<file path="src/rtl/band_scan.sv">
// Pixel pass-through with a scan-row overlay; on the scan row, finds up to four colour bands
// that differ from the body colour and reports them once per frame.
module band_scan #(
    parameter int unsigned ROW     = 360,
    parameter int unsigned MIN_RUN = 8,
    parameter int unsigned OVERLAY = 1
) (
    input  logic        clk,
    input  logic        rst_n,
    input  logic [23:0] data_i,
    input  logic        vde_i,
    input  logic        hsync_i,
    input  logic        vsync_i,
    output logic [23:0] data_o,
    output logic        vde_o,
    output logic        hsync_o,
    output logic        vsync_o,
    output logic [23:0] bands_o,
    output logic [2:0]  band_cnt_o,
    output logic [5:0]  body_o,
    output logic        valid_o
);
    typedef enum logic [1:0] {IDLE, SCAN, REPORT} state_t;

    localparam logic [7:0] MIN_L  = 8'(MIN_RUN);
    localparam logic [7:0] MIN_M1 = 8'(MIN_RUN - 1);

    state_t         state;
    logic [10:0]    x;
    logic [10:0]    y;
    logic           frame_ok;
    logic [5:0]     body_key;
    logic [5:0]     run_key;
    logic [5:0]     prev_q;
    logic [7:0]     run_len;
    logic [3:0][5:0] slot;
    logic [2:0]     cnt;

    logic [5:0] key;
    logic       on_row;
    logic       vs_rise;
    logic       vde_fall;

    // vde_o/vsync_o double as the one-cycle history for edge detection.
    assign key      = {data_i[23:22], data_i[7:6], data_i[15:14]};
    assign on_row   = ({21'd0, y} == ROW);
    assign vs_rise  = vsync_i && !vsync_o;
    assign vde_fall = !vde_i && vde_o;

    always_ff @(posedge clk) begin
        if (!rst_n) begin
            state      <= IDLE;
            x          <= '0;
            y          <= '0;
            frame_ok   <= 1'b0;
            body_key   <= '0;
            run_key    <= '0;
            prev_q     <= '0;
            run_len    <= '0;
            slot       <= '0;
            cnt        <= '0;
            data_o     <= '0;
            vde_o      <= 1'b0;
            hsync_o    <= 1'b0;
            vsync_o    <= 1'b0;
            bands_o    <= '0;
            band_cnt_o <= '0;
            body_o     <= '0;
            valid_o    <= 1'b0;
        end else begin
            data_o  <= ((OVERLAY != 0) && vde_i && on_row) ? 24'hFF0000 : data_i;
            vde_o   <= vde_i;
            hsync_o <= hsync_i;
            vsync_o <= vsync_i;
            valid_o <= 1'b0;

            if (vde_i)
                x <= vde_o ? x + 11'd1 : 11'd0;

            if (vs_rise)
                y <= '0;
            else if (vde_fall && y != 11'h7FF)
                y <= y + 11'd1;

            if (vs_rise)
                frame_ok <= 1'b1;

            case (state)
                IDLE: begin
                    if (vde_i && on_row && frame_ok) begin
                        body_key <= key;
                        run_key  <= key;
                        prev_q   <= key;
                        run_len  <= 8'd1;
                        slot     <= '0;
                        cnt      <= '0;
                        state    <= SCAN;
                    end
                end
                SCAN: begin
                    if (vs_rise) begin
                        state <= IDLE;
                    end else if (vde_fall) begin
                        bands_o    <= slot;
                        band_cnt_o <= cnt;
                        body_o     <= body_key;
                        valid_o    <= 1'b1;
                        state      <= REPORT;
                    end else if (vde_i) begin
                        if (key == run_key) begin
                            if (run_len != MIN_L)
                                run_len <= run_len + 8'd1;
                            // Run reaches MIN_RUN on this pixel: qualifies exactly once.
                            if (run_len == MIN_M1) begin
                                prev_q <= key;
                                if (key != body_key && key != prev_q && cnt < 3'd4) begin
                                    slot[cnt[1:0]] <= key;
                                    cnt            <= cnt + 3'd1;
                                end
                            end
                        end else begin
                            run_key <= key;
                            run_len <= 8'd1;
                        end
                    end
                end
                REPORT: state <= IDLE;
                default: state <= IDLE;
            endcase
        end
    end
endmodule

</file>
<file path="config.mk">
export PLATFORM = sky130hd
export DESIGN_NAME = band_scan
export DESIGN_NICKNAME = d
export VERILOG_FILES = /design/src/rtl/band_scan.sv
export SDC_FILE = /design/constraint.sdc
export NUM_CORES = 1
export LEC_CHECK = 0
export CORE_MARGIN = 10
export CORE_UTILIZATION = 30
export CTS_CLUSTER_DIAMETER = 120
export DETAILED_ROUTE_END_ITERATION = 10
export PLACE_DENSITY_LB_ADDON = 0.25
export SYNTH_ARGS = -nofsm -noshare
export SYNTH_HDL_FRONTEND = slang
export SYNTH_SLANG_ARGS = --single-unit
</file>
<file path="constraint.sdc">
create_clock -name clk -period 7 [get_ports clk]
set_input_delay 2.1 -clock clk [delete_from_list [all_inputs] [get_ports clk]]
set_output_delay 2.1 -clock clk [all_outputs]
set_load 0.01 [all_outputs]
</file>
==> flow_metrics.env, run 1 <==
export IMPL_outcome="finished clean"
export IMPL_synth_seq_cells=128
export IMPL_critPathMaxFanout=18
export IMPL_whs_ps=460
export IMPL_p_per_area_nw_per_um2=248
export IMPL_h_tree_depth=4
export IMPL_worstSetupEndpointType="flop"
export IMPL_synth_simple_area_share=0.206
export IMPL_postCtsHoldBufs=0
export IMPL_nets=646
export IMPL_cts_resized=0
export IMPL_netlist_area_um2=5090
export IMPL_synth_compound_area_share=0.164
export IMPL_grt_pass1_wl_mm=20.0
export IMPL_synthesis_nets=566
export IMPL_clock_path_buffers=2
export IMPL_dpl_cell_area_um2=6140
export IMPL_core_area_um2=16600
export IMPL_globalplace_congestion=0.718
export IMPL_synth_main_ff_cell="dfxtp_1"
export IMPL_fmax_mhz=213
export IMPL_synthArstFlopShare=0
export IMPL_drive_above_1_share=0.0677
export IMPL_syn_to_final_growth_pct=31.8
export IMPL_ios=90
export IMPL_ys_warn_count=0
export IMPL_period_share=0.671
export IMPL_cp_arrival_ps=5030
export IMPL_worst_slew_pin_slew_ps=1110
export IMPL_hold_class="flop to flop"
export IMPL_worstPathRequired_ps=7330
export IMPL_final_cell_area_um2=6710
export IMPL_clkLatencyLatePin_ps=420
export IMPL_wl_per_cell_um=14.8
export IMPL_cts_sinks=128
export IMPL_drv_cap=0
export IMPL_vdd_drop_max_v=0.000167
export IMPL_cts_tree="built"
export IMPL_place_inst=810
export IMPL_clock_root_buffer="clkbuf_16"
export IMPL_finalSetupViolations=0
export IMPL_avgSynthCellArea_um2=9.62
export IMPL_final_setup_tns_ps=0
export IMPL_period_needed_ps=4700
export IMPL_synth_cell_type_count=43
export IMPL_drc=0
export IMPL_synth_mux_area_frac=0.0256
export IMPL_viasPerCell=4.63
export IMPL_seq_area_frac_synth=0.503
export IMPL_synthAdderAreaFrac=0.0197
export IMPL_synth_top_family_by_area="simple AND/OR/NAND/NOR gates"
export IMPL_slew_violations=0
export IMPL_cts_clk_slew_worst_paths_ps=60
export IMPL_ff2ff_setup_slack_ps=3840
export IMPL_hpwl_mm=9.07
export IMPL_antenna_found_initial=0
export IMPL_leakage_nw=2.33
export IMPL_crit_path_start_kind="input pin"
export IMPL_utilization=0.405
export IMPL_synthCells=529
export IMPL_numCtsBuffers=17
export IMPL_grt_max_degree=45
export IMPL_post_cts_buffers=0
export IMPL_die_area_um2=22600
export IMPL_skew_ps=8.63
export IMPL_power_mw=1.67
export IMPL_first_pass_iters=4
export IMPL_critPathKind="input pin to flop"
export IMPL_row_count=47
export IMPL_route_vias_total=3891
export IMPL_synthXorXnorAreaFrac=0.0482
export IMPL_diodes=0
export IMPL_drt_iter0_drc=117
export IMPL_die_w_um=150
export IMPL_relSlewSlack=0.259
export IMPL_portBuffers=89
export IMPL_overflow=0
export IMPL_initial_core_util=0.307
export IMPL_gr_usage_all_layers=0.112
export IMPL_finalWorstSetupSlack_ps=2300
export IMPL_antenna_left=0
export IMPL_first_global_vias=3888
export IMPL_wl_mm=12.4
export IMPL_pre_cts_ws_ps=1850
export IMPL_fin_cells=840
export IMPL_hold_viol_final=0
export IMPL_rsz0062_at_grt="false"
export IMPL_die_y_um=150
export IMPL_synth_edf_count=0
layout by cell type (no fill, tap or decap), types with 10 or more instances in the layout:
cell	instances
clkdlybuf4s50_1	88
xnor2_1	28
inv_1	10
a21boi_0	41
nor2b_1	15
nor2_1	26
dfxtp_1	128
a22o_1	24
o21a_1	10
mux2i_1	13
o21ai_0	14
and2_1	21
nand2_1	87
clkbuf_16	17
flip-flops by register name (all words and copies together) (netlist names):
signal      cells
band_cnt_o      3
bands_o        24
body_key        6
body_o          6
cnt             3
data_o         24
frame_ok        1
hsync_o         1
prev_q          6
run_key         6
run_len         8
slot           24
state           2
valid_o         1
vde_o           1
vsync_o         1
y              11
Yosys cell counts, drive strengths merged (2+ instances only):
library cell,n,area share
nand2,87,0.064
mux2i,13,0.026
or4,3,0.0044
buf,2,0.0044
nor2,26,0.019
a21oi,4,0.0039
nand4,6,0.0074
or3,7,0.0096
a22o,24,0.041
o31ai,2,0.0039
nor4b,3,0.0052
and2,21,0.026
nor4,6,0.019
dfxtp,128,0.50
nor3,5,0.0049
a21boi,42,0.062
nor2b,15,0.018
clkbuf,28,0.021
o21ai,16,0.016
inv,10,0.0074
nand4bb,2,0.0044
xnor2,28,0.048
nand3,7,0.0069
o21a,10,0.015
ha,8,0.020
o2bb2ai,4,0.0081
o211ai,3,0.0044
and3,2,0.0025
a31oi,2,0.0025
nand2b,8,0.0098
path summary, 6_finish.rpt:
kind | start | endpoint | depth (start not counted)
min | bands_o[15] | bands_o[15] | 2
max reg2reg | run_len[4] | cnt[0] | 6
max | data_i[14] | cnt[0] | 7
min reg2reg | bands_o[15] | bands_o[15] | 2
metal layers:
layer  vias to the layer above  track usage  wire length, um
met1                      1814        0.132             5580
met2                        92        0.182             5850
met3                        11       0.0477              873
li1                       1974            -                -
met5                         -            0                0
met4                         0       0.0340              112
report_power, final:
| part | total (mW) | internal, mW | switching, mW | leakage, nW |
|---|---|---|---|---|
| clock | 0.848 | 0.536 | 0.312 | 0.270 |
| combinational | 0.0767 | 0.0416 | 0.0351 | 1.02 |
| sequential | 0.741 | 0.738 | 0.00274 | 1.04 |
cells by family after synthesis:
logic type,after synthesis
buffers and inverters,40
adder cells (fa/ha/maj),8
AND/OR/NAND/NOR,201
XOR/XNOR,28
flip-flops,128
AO/OA/AOI/OAI,111
multiplexers,13
area by class of cell:
type | count | area, um^2
multi-input cells | 361 | 2360
flip-flops and latches | 128 | 2560
inverters | 10 | 37.5
fillers | 1641 | 9870
well taps | 220 | 275
repair buffers | 91 | 901
clock buffers | 20 | 457
clock inverters | 10 | 114
worst max-delay path: stages:
cell and delay (ps):
clkdlybuf4s50_1 830, xnor2_1 180, nand4_1 200, o32ai_1 300, nand2b_1 600, or3_4 620
o31ai_2 180
Power figures use the tool's default switching activity.
==> run 2, diff against run 1 <==
- clock period: 7 -> 4.45 ns (I/O delays scaled with it)
==> run 2 against run 1 <==
Net effect: worst setup slack worse by 1300 ps; count of clock-buffer cells in the layout is 1 lower; flip-flop and latch count stayed put; critical path type unchanged; die area stayed put; via count hardly changed; register-to-register slack worse by 2100 ps; final area is 1.8% higher; routed wire length is 0.42% higher.
==> flow_metrics.env, run 2 (same netlist as run 1, synthesis figures left out) <==
export IMPL_outcome="finished clean"
export IMPL_leakage_nw=2.40
export IMPL_worst_slew_pin_slew_ps=1090
export IMPL_hpwl_mm=9.00
export IMPL_viasPerCell=4.56
export IMPL_clkLatencyLatePin_ps=410
export IMPL_numCtsBuffers=17
export IMPL_slew_violations=0
export IMPL_row_count=47
export IMPL_multi_input_area_um2=2360
export IMPL_cp_arrival_ps=3760
export IMPL_drv_cap=0
export IMPL_portBuffers=89
export IMPL_first_pass_iters=4
export IMPL_die_w_um=150
export IMPL_drc=0
export IMPL_crit_path_start_kind="input pin"
export IMPL_ff2ff_setup_slack_ps=1760
export IMPL_period_share=0.767
export IMPL_drive_above_1_share=0.0868
export IMPL_diodes=0
export IMPL_postCtsHoldBufs=0
export IMPL_final_cell_mix="dfxtp_1 (128), clkdlybuf4s50_1 (88), nand2_1 (87)"
export IMPL_seq_area_um2=2560
export IMPL_p_per_area_nw_per_um2=392
export IMPL_worstPathRequired_ps=4790
export IMPL_first_global_vias=4007
export IMPL_rsz0062_at_grt="false"
export IMPL_final_setup_tns_ps=0
export IMPL_core_area_um2=16600
export IMPL_skew_ps=7.76
export IMPL_hold_class="flop to flop"
export IMPL_nets=659
export IMPL_vdd_drop_max_v=0.000254
export IMPL_grt_pass1_wl_mm=20.3
export IMPL_worstSetupEndpointType="flop"
export IMPL_post_cts_buffers=0
export IMPL_period_needed_ps=3410
export IMPL_relSlewSlack=0.269
export IMPL_cts_clk_slew_worst_paths_ps=60
export IMPL_gr_usage_all_layers=0.114
export IMPL_initial_core_util=0.307
export IMPL_die_area_um2=22600
export IMPL_wl_mm=12.5
export IMPL_drt_iter0_drc=186
export IMPL_cts_tree="built"
export IMPL_route_vias_total=3893
export IMPL_syn_to_final_growth_pct=34.2
export IMPL_wl_per_cell_um=14.6
export IMPL_ios=90
export IMPL_fmax_mhz=293
export IMPL_critPathKind="input pin to flop"
export IMPL_cts_sinks=128
export IMPL_clock_path_buffers=2
export IMPL_antenna_left=0
export IMPL_globalplace_congestion=0.800
export IMPL_power_mw=2.68
export IMPL_antenna_found_initial=0
export IMPL_die_y_um=150
export IMPL_reg_largest_list="bands_o (24), data_o (24), slot (24)"
export IMPL_grt_max_degree=72
export IMPL_layout_commonest_cell="dfxtp_1"
export IMPL_critPathMaxFanout=17
export IMPL_finalSetupViolations=0
export IMPL_hold_viol_final=0
export IMPL_overflow=0
export IMPL_fillers=1648
export IMPL_h_tree_depth=4
export IMPL_cts_resized=0
export IMPL_clock_root_buffer="clkbuf_16"
-- run 2: through the flow --
step | hold WS [ps] | std cells | area, um^2 | worst slack [ps] | util
after floorplan | 441 | 529 | 5090 | 1280 | -
after global placement | 453 | 823 | 6240 | 627 | 0.376
after detailed placement | 461 | 823 | 6240 | 534 | 0.376
after CTS | 469 | 854 | 6830 | 980 | 0.412
after global routing | 489 | 854 | 6830 | 684 | 0.412
final | 464 | 854 | 6830 | 1040 | 0.412
-- run 2: critical path: stages --
cell	delay [ps]
clkdlybuf4s50_1	490
nor2b_1	260
nor2_1	140
a21boi_1	880
o21ai_0	470
nor2_1	190
-- run 2: routing by layer --
| metal | vias to the layer above | share of wire | routed length [um] | global-route usage |
|---|---|---|---|---|
| li1 | 1992 | - | - | - |
| met1 | 1802 | 0.47 | 5800 | 0.133 |
| met2 | 89 | 0.46 | 5770 | 0.187 |
| met3 | 10 | 0.061 | 761 | 0.0414 |
| met4 | 0 | 0.011 | 134 | 0.0423 |
| met5 | - | 0 | 0 | 0 |
-- run 2: final timing paths --
| path | startpoint | end | cells past startpoint |
|---|---|---|---|
| worst min register to register | bands_o[6] | bands_o[6] | 2 |
| worst min-delay path | bands_o[6] | bands_o[6] | 2 |
| worst max-delay path | vsync_i | run_len[6] | 6 |
| worst max register to register | run_len[4] | slot[22] | 7 |
-- run 2: final cells by class --
cell class / instances / share of cell area
well taps: 220 / 0.0403
repair buffers: 104 / 0.146
flip-flops and latches: 128 / 0.375
clock inverters: 12 / 0.0234
multi-input cells: 361 / 0.346
clock buffers: 19 / 0.0634
inverters: 10 / 0.00550
-- run 2: power breakdown --
| part | total [mW] | switching, mW | internal [mW] |
|---|---|---|---|
| combinational | 0.127 | 0.0578 | 0.0690 |
| clock | 1.39 | 0.506 | 0.880 |
| sequential | 1.16 | 0.00425 | 1.16 |
| total | 2.68 | 0.568 | 2.11 |
==> run 3, diff against run 2 <==
- clock period: 4.45 -> 3.4 ns (I/O delays scaled with it)
==> run 3 against run 2 <==
Net effect: count of clock-buffer cells in the layout stayed put; die area did not move; final cell count rose by 0.59%; flip-flop and latch count unchanged; register-to-register slack worse by 1100 ps; critical path type unchanged.
==> flow_metrics.env, run 3 (same netlist as run 1, synthesis figures left out) <==
export IMPL_multi_input_area_um2=2360
export IMPL_gr_usage_all_layers=0.113
export IMPL_outcome="finished clean"
export IMPL_whs_ps=460
export IMPL_finalSetupViolations=0
export IMPL_h_tree_depth=4
export IMPL_final_cell_area_um2=6920
export IMPL_relSlewSlack=0.441
export IMPL_rsz0062_at_grt="false"
export IMPL_clock_root_buffer="clkbuf_16"
export IMPL_first_global_vias=3942
export IMPL_swShare=0.207
export IMPL_p_int_mw=2.88
export IMPL_overflow=0
export IMPL_cts_clk_slew_worst_paths_ps=60
export IMPL_r2r_start="run_len[4]"
export IMPL_wl_per_cell_um=14.7
export IMPL_grt_pass1_wl_mm=20.3
export IMPL_route_vias_total=3979
export IMPL_pwr_share_clk=0.533
export IMPL_cp_buffers_inverters=2
export IMPL_cts_tree="built"
export IMPL_worstSetupEndpointType="flop"
export IMPL_drc=0
export IMPL_rr_endpoint="cnt[0]"
export IMPL_critPathMaxFanout=18
export IMPL_skew_ps=7.83
export IMPL_slowest_delay_ps=500
export IMPL_fin_cells=859
export IMPL_period_share=0.824
export IMPL_drt_iter0_drc=169
export IMPL_fillers=1640
export IMPL_grt_max_degree=50
export IMPL_die_w_um=150
export IMPL_post_cts_buffers=0
export IMPL_antenna_left=0
export IMPL_layout_commonest_cell="dfxtp_1"
export IMPL_critPathSlowestCell="clkdlybuf4s50_1"
export IMPL_wl_mm=12.6
export IMPL_pre_cts_ws_ps=164
export IMPL_leakage_nw=2.45
export IMPL_cts_sinks=128
export IMPL_drive_above_1_share=0.0970
export IMPL_slew_violations=0
export IMPL_dpl_cell_area_um2=6290
export IMPL_die_y_um=150
export IMPL_place_inst=828
export IMPL_antenna_found_initial=0
export IMPL_clock_path_buffers=2
export IMPL_hold_end="bands_o[8]"
export IMPL_ios=90
export IMPL_holdPathStages=2
export IMPL_diodes=0
export IMPL_initial_core_util=0.307
export IMPL_hold_viol_final=0
export IMPL_holdCritStartpoint="bands_o[8]"
export IMPL_ff2ff_setup_slack_ps=690
export IMPL_cts_resized=0
export IMPL_nets=664
export IMPL_critPathKind="input pin to flop"
export IMPL_reg_largest_list="bands_o (24), data_o (24), slot (24)"
export IMPL_die_area_um2=22600
export IMPL_vdd_drop_max_v=0.000402
export IMPL_cp_arrival_ps=3120
export IMPL_drv_cap=0
export IMPL_clkLatencyLatePin_ps=410
export IMPL_worst_slew_pin_slew_ps=837
export IMPL_switchingPower_mw=0.753
export IMPL_rr_worst_depth=7
export IMPL_portBuffers=89
export IMPL_numCtsBuffers=17
export IMPL_hpwl_mm=8.96
export IMPL_hold_class="flop to flop"
export IMPL_pwr_share_comb=0.047
export IMPL_seqPwrFrac=0.420
export IMPL_cp_cell_sequence="clkdlybuf4s50_1 > xnor2_1 > nand4_1 > o32ai_1 > nand2b_1 > buf_4 > or3_4 > o31ai_2"
export IMPL_final_setup_tns_ps=0
export IMPL_globalplace_congestion=0.799
export IMPL_crit_path_start_kind="input pin"
export IMPL_period_needed_ps=2800
export IMPL_postCtsHoldBufs=0
export IMPL_viasPerCell=4.63
export IMPL_finalWorstSetupSlack_ps=600
export IMPL_syn_to_final_growth_pct=36.0
export IMPL_power_mw=3.63
export IMPL_row_count=47
export IMPL_p_per_area_nw_per_um2=524
export IMPL_worstPathRequired_ps=3720
export IMPL_first_pass_iters=4
export IMPL_final_cell_mix="dfxtp_1 (128), clkdlybuf4s50_1 (88), nand2_1 (87)"
export IMPL_path_delay_family="buffers and inverters"
export IMPL_core_area_um2=16600
export IMPL_seq_area_um2=2560
export IMPL_utilization=0.417
export IMPL_fmax_mhz=357
run 3: changes by cell type in the layout (fill, tap and decap cells not counted), sizes merged:
cell | before | now
buf | 16 | 21
bufinv | 3 | 4
clkinv | 3 | 4
clkinvlp | 4 | 3
inv | 12 | 11
run 3: final cells by class:
class,instances,share of cell area
Multi-Input combinational cell,361,0.341
Timing Repair Buffer,109,0.151
Sequential cell,128,0.370
Tap cell,220,0.0398
Clock inverter,12,0.0264
Inverter,10,0.00542
Clock buffer,19,0.0654
run 3: tightest hold or removal path: stages (launching register included):
cell and delay, ps:
dfxtp_1 300, nand2_1 50, a21boi_0 60
run 3: how the worst max path moves through the flow:
stage	start	to	cells past startpoint
floorplan	vde_i	slot[16]	8
global placement	vde_i	run_len[6]	7
detailed placement	data_i[14]	cnt[0]	8
CTS	data_i[14]	cnt[0]	8
global route	data_i[14]	slot[20]	8
finish	data_i[14]	cnt[0]	8
run 3: per-layer routing:
metal  wire, um  GRT usage  vias up
met4         95     0.0326        0
met5          0          0        -
met2       5840      0.183       94
met3        935     0.0498        4
li1           -          -     2011
met1       5710      0.133     1870
run 3: power groups by stage:
stage	clock network, mW	registers [mW]	logic, mW
3_3_place_gp	0	1.56	0.173
3_5_place_dp	0	1.56	0.175
6_report	1.94	1.52	0.172
5_1_grt	2.06	1.52	0.187
2_1_floorplan	0	1.57	0.0661
4_1_cts	1.97	1.52	0.175
